[config.mk]
export PLATFORM = sky130hd
export DESIGN_NAME = fault_effect_monitor_flat
export DESIGN_NICKNAME = d
export VERILOG_FILES = /design/src/rtl/fault_effect_monitor_pkg.sv /design/src/rtl/fault_effect_monitor_if.sv /design/src/rtl/fault_cmp.sv /design/src/rtl/fault_effect_monitor.sv /design/src/flat_wrapper.sv
export SDC_FILE = /design/constraint.sdc
export NUM_CORES = 1
export LEC_CHECK = 0
export CAP_MARGIN = 10
export CORE_MARGIN = 1.5
export CORE_UTILIZATION = 46
export DETAILED_ROUTE_END_ITERATION = 6
export PLACE_DENSITY = 0.78
export SKIP_LAST_GASP = 1
export SLEW_MARGIN = 20
export SYNTH_ARGS = -nofsm -noshare
export SYNTH_HDL_FRONTEND = slang
export SYNTH_SLANG_ARGS = --single-unit
[constraint.sdc]
create_clock -name clk -period 4.3 [get_ports clk]
set_input_delay 0.86 -clock clk [delete_from_list [all_inputs] [get_ports clk]]
set_output_delay 0.86 -clock clk [all_outputs]
set_load 0.01 [all_outputs]
[src/rtl/fault_effect_monitor_pkg.sv]
// ============================================================================
//  Package     : fault_mon_pkg
//  Description : Shared FSM encodings and injection classification codes
//                for the fault-effect monitor.
//  Revision    : 1.0  initial release
// ============================================================================
`default_nettype none

package fault_mon_pkg;

    // Campaign FSM encodings
    localparam logic [1:0] IDLE = 2'd0;
    localparam logic [1:0] RUN  = 2'd1;
    localparam logic [1:0] DONE = 2'd2;

    typedef enum logic [1:0] {
        ST_IDLE = IDLE,
        ST_RUN  = RUN,
        ST_DONE = DONE
    } state_t;

    // Per-injection classification
    localparam logic CLS_MASKED = 1'b0;
    localparam logic CLS_PROP   = 1'b1;

    // Any differing output bit means the fault reached the outputs
    function automatic logic classify(input logic i_any_mis);
        return i_any_mis ? CLS_PROP : CLS_MASKED;
    endfunction

endpackage

`default_nettype wire

[src/rtl/fault_effect_monitor_if.sv]
// ============================================================================
//  Interface   : fault_effect_monitor_if
//  Description : Injection-result inputs and campaign statistics outputs of
//                the fault-effect monitor. master = injection driver,
//                slave = monitor.
//  Revision    : 1.0  initial release
// ============================================================================
`default_nettype none

interface fault_effect_monitor_if #(
    parameter int OUT_W = 2,
    parameter int CNT_W = 32
) ();

    logic             start;
    logic             inj_valid;
    logic [OUT_W-1:0] gd_out;
    logic [OUT_W-1:0] fl_out;
    logic             busy;
    logic             done;
    logic [OUT_W-1:0] smp_gd;
    logic [OUT_W-1:0] smp_fl;
    logic             err_flag;
    logic [OUT_W-1:0] err_mask;
    logic [CNT_W-1:0] inj_cnt;
    logic [CNT_W-1:0] err_cnt;
    logic [CNT_W-1:0] masked_cnt;
    logic [CNT_W-1:0] first_err;

    modport master (
        output start, inj_valid, gd_out, fl_out,
        input  busy, done, smp_gd, smp_fl, err_flag, err_mask,
               inj_cnt, err_cnt, masked_cnt, first_err
    );

    modport slave (
        input  start, inj_valid, gd_out, fl_out,
        output busy, done, smp_gd, smp_fl, err_flag, err_mask,
               inj_cnt, err_cnt, masked_cnt, first_err
    );

endinterface

`default_nettype wire

[src/rtl/fault_cmp.sv]
// ============================================================================
//  Module      : fault_cmp
//  Description : Edge sampler and XOR comparator for golden/faulty outputs.
//                Sampled values and the error flag are cleared on every edge
//                that does not sample, so only values present at a sampling
//                edge are ever reported.
//  Revision    : 1.0  initial release
// ============================================================================
`default_nettype none

module fault_cmp #(
    parameter int OUT_W = 2
) (
    input  wire logic             clk,
    input  wire logic             rst,
    input  wire logic             i_sample,
    input  wire logic [OUT_W-1:0] i_gd,
    input  wire logic [OUT_W-1:0] i_fl,
    output logic      [OUT_W-1:0] o_mis,
    output logic      [OUT_W-1:0] o_smp_gd,
    output logic      [OUT_W-1:0] o_smp_fl,
    output logic                  o_err_flag
);

    logic [OUT_W-1:0] r_smp_gd;
    logic [OUT_W-1:0] r_smp_fl;
    logic             r_err_flag;
    logic [OUT_W-1:0] w_mis;

    assign w_mis = i_gd ^ i_fl;

    // Capture on sampling edges, otherwise return to zero
    always_ff @(posedge clk or posedge rst) begin
        if (rst) begin
            r_smp_gd   <= '0;
            r_smp_fl   <= '0;
            r_err_flag <= 1'b0;
        end else if (i_sample) begin
            r_smp_gd   <= i_gd;
            r_smp_fl   <= i_fl;
            r_err_flag <= |w_mis;
        end else begin
            r_smp_gd   <= '0;
            r_smp_fl   <= '0;
            r_err_flag <= 1'b0;
        end
    end

    assign o_mis      = w_mis;
    assign o_smp_gd   = r_smp_gd;
    assign o_smp_fl   = r_smp_fl;
    assign o_err_flag = r_err_flag;

endmodule

`default_nettype wire

[src/rtl/fault_effect_monitor.sv]
// ============================================================================
//  Module      : fault_effect_monitor
//  Description : Classifies each fault injection as propagated or masked and
//                accumulates campaign statistics. Holds the campaign FSM and
//                counters; sampling/comparison lives in fault_cmp.
//  Revision    : 1.0  initial release
// ============================================================================
`default_nettype none

module fault_effect_monitor
    import fault_mon_pkg::*;
#(
    parameter int OUT_W = 2,
    parameter int CNT_W = 32,
    parameter int N_INJ = 10000
) (
    input  wire logic clk,
    input  wire logic rst,
    fault_effect_monitor_if.slave bus
);

    localparam logic [CNT_W-1:0] C_LAST_IDX = CNT_W'(N_INJ - 1);

    state_t           r_state;
    logic             r_busy;
    logic             r_done;
    logic [OUT_W-1:0] r_err_mask;
    logic [CNT_W-1:0] r_inj_cnt;
    logic [CNT_W-1:0] r_err_cnt;
    logic [CNT_W-1:0] r_masked_cnt;
    logic [CNT_W-1:0] r_first_err;

    logic             w_sample;
    logic             w_start;
    logic             w_cls;
    logic [OUT_W-1:0] w_mis;

    // start is only honoured outside RUN; samples are only taken inside RUN,
    // so inj_valid on the start cycle is never counted
    assign w_start  = (r_state != ST_RUN) && bus.start;
    assign w_sample = (r_state == ST_RUN) && bus.inj_valid;
    assign w_cls    = classify(|w_mis);

    fault_cmp #(.OUT_W(OUT_W)) u_cmp (
        .clk        (clk),
        .rst        (rst),
        .i_sample   (w_sample),
        .i_gd       (bus.gd_out),
        .i_fl       (bus.fl_out),
        .o_mis      (w_mis),
        .o_smp_gd   (bus.smp_gd),
        .o_smp_fl   (bus.smp_fl),
        .o_err_flag (bus.err_flag)
    );

    // Campaign FSM with statistics counters and registered status flags
    always_ff @(posedge clk or posedge rst) begin
        if (rst) begin
            r_state      <= ST_IDLE;
            r_busy       <= 1'b0;
            r_done       <= 1'b0;
            r_err_mask   <= '0;
            r_inj_cnt    <= '0;
            r_err_cnt    <= '0;
            r_masked_cnt <= '0;
            r_first_err  <= '0;
        end else if (w_start) begin
            r_state      <= ST_RUN;
            r_busy       <= 1'b1;
            r_done       <= 1'b0;
            r_err_mask   <= '0;
            r_inj_cnt    <= '0;
            r_err_cnt    <= '0;
            r_masked_cnt <= '0;
            r_first_err  <= '0;
        end else if (w_sample) begin
            r_inj_cnt <= r_inj_cnt + 1'b1;
            if (w_cls == CLS_PROP) begin
                r_err_cnt  <= r_err_cnt + 1'b1;
                r_err_mask <= r_err_mask | w_mis;
                if (r_err_cnt == '0) begin
                    r_first_err <= r_inj_cnt;
                end
            end else begin
                r_masked_cnt <= r_masked_cnt + 1'b1;
            end
            // The final sample of the campaign closes it on the same edge
            if (r_inj_cnt == C_LAST_IDX) begin
                r_state <= ST_DONE;
                r_busy  <= 1'b0;
                r_done  <= 1'b1;
            end
        end
    end

    assign bus.busy       = r_busy;
    assign bus.done       = r_done;
    assign bus.err_mask   = r_err_mask;
    assign bus.inj_cnt    = r_inj_cnt;
    assign bus.err_cnt    = r_err_cnt;
    assign bus.masked_cnt = r_masked_cnt;
    assign bus.first_err  = r_first_err;

endmodule

`default_nettype wire

[src/flat_wrapper.sv]
// flat-port wrapper written by rule: the top's interface ports become plain ports
module fault_effect_monitor_flat import fault_mon_pkg::*;
#(
    parameter int OUT_W = 2,
    parameter int CNT_W = 32,
    parameter int N_INJ = 10000
)
  (clk, rst, bus_start, bus_inj_valid, bus_gd_out, bus_fl_out, bus_busy, bus_done, bus_smp_gd, bus_smp_fl, bus_err_flag, bus_err_mask, bus_inj_cnt, bus_err_cnt, bus_masked_cnt, bus_first_err);
  fault_effect_monitor_if #(.OUT_W(OUT_W), .CNT_W(CNT_W)) bus_i ();
  input  wire logic clk;
  input  wire logic rst;
  input wire logic [$bits(bus_i.start)-1:0] bus_start;
  input wire logic [$bits(bus_i.inj_valid)-1:0] bus_inj_valid;
  input wire logic [$bits(bus_i.gd_out)-1:0] bus_gd_out;
  input wire logic [$bits(bus_i.fl_out)-1:0] bus_fl_out;
  output wire logic [$bits(bus_i.busy)-1:0] bus_busy;
  output wire logic [$bits(bus_i.done)-1:0] bus_done;
  output wire logic [$bits(bus_i.smp_gd)-1:0] bus_smp_gd;
  output wire logic [$bits(bus_i.smp_fl)-1:0] bus_smp_fl;
  output wire logic [$bits(bus_i.err_flag)-1:0] bus_err_flag;
  output wire logic [$bits(bus_i.err_mask)-1:0] bus_err_mask;
  output wire logic [$bits(bus_i.inj_cnt)-1:0] bus_inj_cnt;
  output wire logic [$bits(bus_i.err_cnt)-1:0] bus_err_cnt;
  output wire logic [$bits(bus_i.masked_cnt)-1:0] bus_masked_cnt;
  output wire logic [$bits(bus_i.first_err)-1:0] bus_first_err;
  assign bus_i.start = bus_start;
  assign bus_i.inj_valid = bus_inj_valid;
  assign bus_i.gd_out = bus_gd_out;
  assign bus_i.fl_out = bus_fl_out;
  assign bus_busy = bus_i.busy;
  assign bus_done = bus_i.done;
  assign bus_smp_gd = bus_i.smp_gd;
  assign bus_smp_fl = bus_i.smp_fl;
  assign bus_err_flag = bus_i.err_flag;
  assign bus_err_mask = bus_i.err_mask;
  assign bus_inj_cnt = bus_i.inj_cnt;
  assign bus_err_cnt = bus_i.err_cnt;
  assign bus_masked_cnt = bus_i.masked_cnt;
  assign bus_first_err = bus_i.first_err;
  fault_effect_monitor #(.OUT_W(OUT_W), .CNT_W(CNT_W), .N_INJ(N_INJ)) u_core (.clk(clk), .rst(rst), .bus(bus_i));
endmodule
==> flow_summary.json <==
{
  "status": "completed",
  "clock_sinks": 137,
  "critical_path.top_delay_family": "simple AND/OR/NAND/NOR gates",
  "comb_power_share": 0.134,
  "cellLeakagePower_nw": 3.68,
  "routabilityCongestion": 0.860,
  "synth_nets": 687,
  "fmax_ghz": 0.341,
  "cts_buffers": 17,
  "p_per_area_nw_per_um2": 373,
  "timing.final.crit_share": 0.682,
  "fp.coreArea_sq_um": 13900,
  "cap_violations": 0,
  "drt_wl_total_mm": 16.6,
  "rsz0062_at_grt": "no",
  "syn-cell-area_sq_um": 6540,
  "fin_tns_setup_ns": 0,
  "htreeDepth": 4,
  "track_usage": 0.231,
  "diodes": 0,
  "grt_pass1_wl_mm": 27.0,
  "grt_max_degree": 65,
  "dp_hpwl_mm": 11.5,
  "postLayoutCoreUtil": 0.627,
  "final_max_slew_viol_count": 0,
  "cts_hold_buf": 0,
  "dieHeight_um": 122,
  "slew-limit-headroom": 0.293,
  "pwr-share-clk": 0.405,
  "syn_inst": 675,
  "clock_path_buffers": 2,
  "p_sw_frac": 0.259,
  "cts_tree": "built",
  "cp_slowest_cell": "xnor2_1",
  "cts_resized": 0,
  "async_flop_share": 1.00,
  "area_delta_synth_final_pct": 33.1,
  "path_buf_inv": 1,
  "wl_per_cell_um": 16.4,
  "netlist-cell-type-count": 44,
  "yosysSeqAreaShare": 0.524,
  "drt_pre_antenna_iters": 5,
  "ant_nets": 0,
  "dr_total_vias": 5604,
  "fin_cells": 1009,
  "place_inst": 979,
  "tightest_slew_ns": 1.06,
  "power_switching_w": 0.000840,
  "antenna_found_initial": 0,
  "ys_ff_latch": 137,
  "cp_slowest_stage_delay_ns": 0.71,
  "cts_setup_buffers": 0,
  "die_w_um": 122,
  "period_minus_slack_ns": 2.93,
  "num-fill-cells": 1184,
  "cts.clk_slew.worst_paths_ns": 0.06,
  "layout-drive-gt1-share": 0.0579,
  "crit_type": "input port to flip-flop",
  "die_area_sq_um": 14900,
  "rows": 43,
  "io_pins": 145,
  "setup_violations": 0,
  "worstPathRequired_ns": 4.54,
  "worst_setup_path_start_kind": "input port",
  "grt-ovfl-total": 0,
  "ys.flop_type": "dfrtp_1",
  "drt_iter0_drc": 449,
  "initial_core_util": 0.471,
  "drc": 0,
  "routed_via_density": 5.55,
  "hold_class": "flip-flop to flip-flop",
  "clkLatencyLatePin_ns": 0.41,
  "syn_area_per_cell_sq_um": 9.69,
  "port_buffers": 144,
  "final_nets": 830,
  "arrival_ns": 3.18,
  "internal_power_w": 0.00241,
  "final-hold-violation-count": 0,
  "crit_chain": "clkdlybuf4s50_1 -> xnor2_1 -> and4_1 -> nand4_1 -> xor2_1 -> nor2_1",
  "place_ws_ns": 1.00,
  "fin_ws_ns": 1.37,
  "root_buffer": "clkbuf_16",
  "vdd_drop_max_v": 0.000225,
  "grt_pass1_vias": 5337,
  "yosysWarnings": 0,
  "power.share.sequential": 0.461,
  "end_kind": "flip-flop",
  "synth-edff-count": 0,
  "total_power_w": 0.00325,
  "crit_fanout": 13,
  "skew_ns": 0.00724
}
-- state kept, by name, summed over array words and instances, names as in the netlist --
name and count:
u_core.bus.first_err 32, u_core.r_state 2, u_core.bus.err_cnt 32, u_core.u_cmp.o_smp_gd 2, u_core.u_cmp.o_smp_fl 2, u_core.bus.inj_cnt 32
u_core.u_cmp.o_err_flag 1, u_core.bus.err_mask 2, u_core.bus.masked_cnt 32
-- cell usage after synthesis (10+ instances only) --
cell type  number  area, sq um
nor2_1         92          345
dfrtp_1       137         3430
nor3_1         12         60.1
inv_1          10         37.5
nor4_1         15         93.8
nand3_1        47          235
xor2_1         56          490
and3_1         14         87.6
nand4_1        35          219
o21ai_0        42          210
nand2_1        94          353
clkbuf_1       20         75.1
xnor2_1        21          184
-- cell type report --
cell class / instances / area (sq um) / area share
sequential: 137 / 3430 / 0.394
multi-input combinational: 502 / 2970 / 0.342
timing repair buffer: 150 / 1500 / 0.172
clock buffer: 28 / 527 / 0.0605
tap: 180 / 225 / 0.0259
inverter: 10 / 41.3 / 0.00474
clock inverter: 2 / 10.0 / 0.00115
-- through the flow --
stage	area [sq um]	hold WS, ns
after floorplan	6540	0.529
after global placement	8170	0.483
after detailed placement	8170	0.488
after CTS	8700	0.500
after global routing	8700	0.538
final	8700	0.495
-- cell usage in the layout, fill, tap and decap left out, drive strengths merged, types with 2 or more instances in the layout --
cell | Yosys | layout
nand4 | 37 | 37
nor4 | 19 | 19
xor2 | 56 | 56
nor3 | 13 | 13
o211ai | 9 | 9
a21oi | 9 | 9
and3 | 14 | 14
mux2i | 2 | 2
o21ai | 42 | 42
clkbuf | 20 | 28
or3 | 5 | 5
inv | 10 | 9
nand2 | 95 | 95
a2111oi | 3 | 3
and4 | 7 | 7
and2 | 8 | 8
nand3 | 47 | 47
clkinv | 0 | 2
clkdlybuf4s50 | 0 | 144
ha | 4 | 4
buf | 6 | 6
dfrtp | 137 | 137
xnor2 | 22 | 22
o31ai | 7 | 7
nor2 | 92 | 92
-- power by group through the flow --
| stage | combinational [W] | sequential [W] | clock, W |
|---|---|---|---|
| after floorplan | 0.000196 | 0.00151 | 0 |
| after global placement | 0.000424 | 0.00151 | 0 |
| after detailed placement | 0.000441 | 0.00152 | 0 |
| after CTS | 0.000440 | 0.00150 | 0.00134 |
| after global routing | 0.000474 | 0.00151 | 0.00141 |
| final | 0.000435 | 0.00150 | 0.00131 |
-- kinds of logic (layout without fill, tap and decap cells) --
| family | Yosys count | count (layout) | share of synthesized area |
|---|---|---|---|
| AND/OR/NAND/NOR | 344 | 344 | 0.262 |
| flip-flops | 137 | 137 | 0.524 |
| XOR/XNOR | 78 | 78 | 0.106 |
| AO/OA/AOI/OAI | 73 | 73 | 0.0739 |
| buffers and inverters | 36 | 190 | 0.0214 |
| adder cells (fa/ha/maj) | 4 | 4 | 0.00765 |
| multiplexers | 3 | 3 | 0.00478 |
-- per-layer routing --
| metal | part of all wire | global-route usage |
|---|---|---|
| met5 | 0 | 0 |
| met4 | 0.017 | 0.0828 |
| met3 | 0.050 | 0.0414 |
| met2 | 0.49 | 0.366 |
| met1 | 0.44 | 0.319 |
-- final timing paths --
path                                         from                   endpoint  slack [ns]  depth (start not counted)
max in group asynchronous                     rst    u_core.bus.first_err[8]        2.59                          3
max reg2reg                 u_core.bus.err_cnt[0]   u_core.bus.first_err[18]        1.86                          7
min in group asynchronous                     rst     u_core.bus.err_cnt[11]        0.88                          2
min                        u_core.bus.err_mask[0]     u_core.bus.err_mask[0]        0.49                          2
min reg2reg                u_core.bus.err_mask[0]     u_core.bus.err_mask[0]        0.49                          2
max                                 bus_fl_out[1]  u_core.bus.masked_cnt[27]        1.37                          6
-- tightest hold or removal path: stages (launching register included) --
cell and delay (ns):
dfrtp_1 0.34, a21oi_1 0.04, nor2_1 0.08
Note: power is estimated with default switching activity, not from simulation.
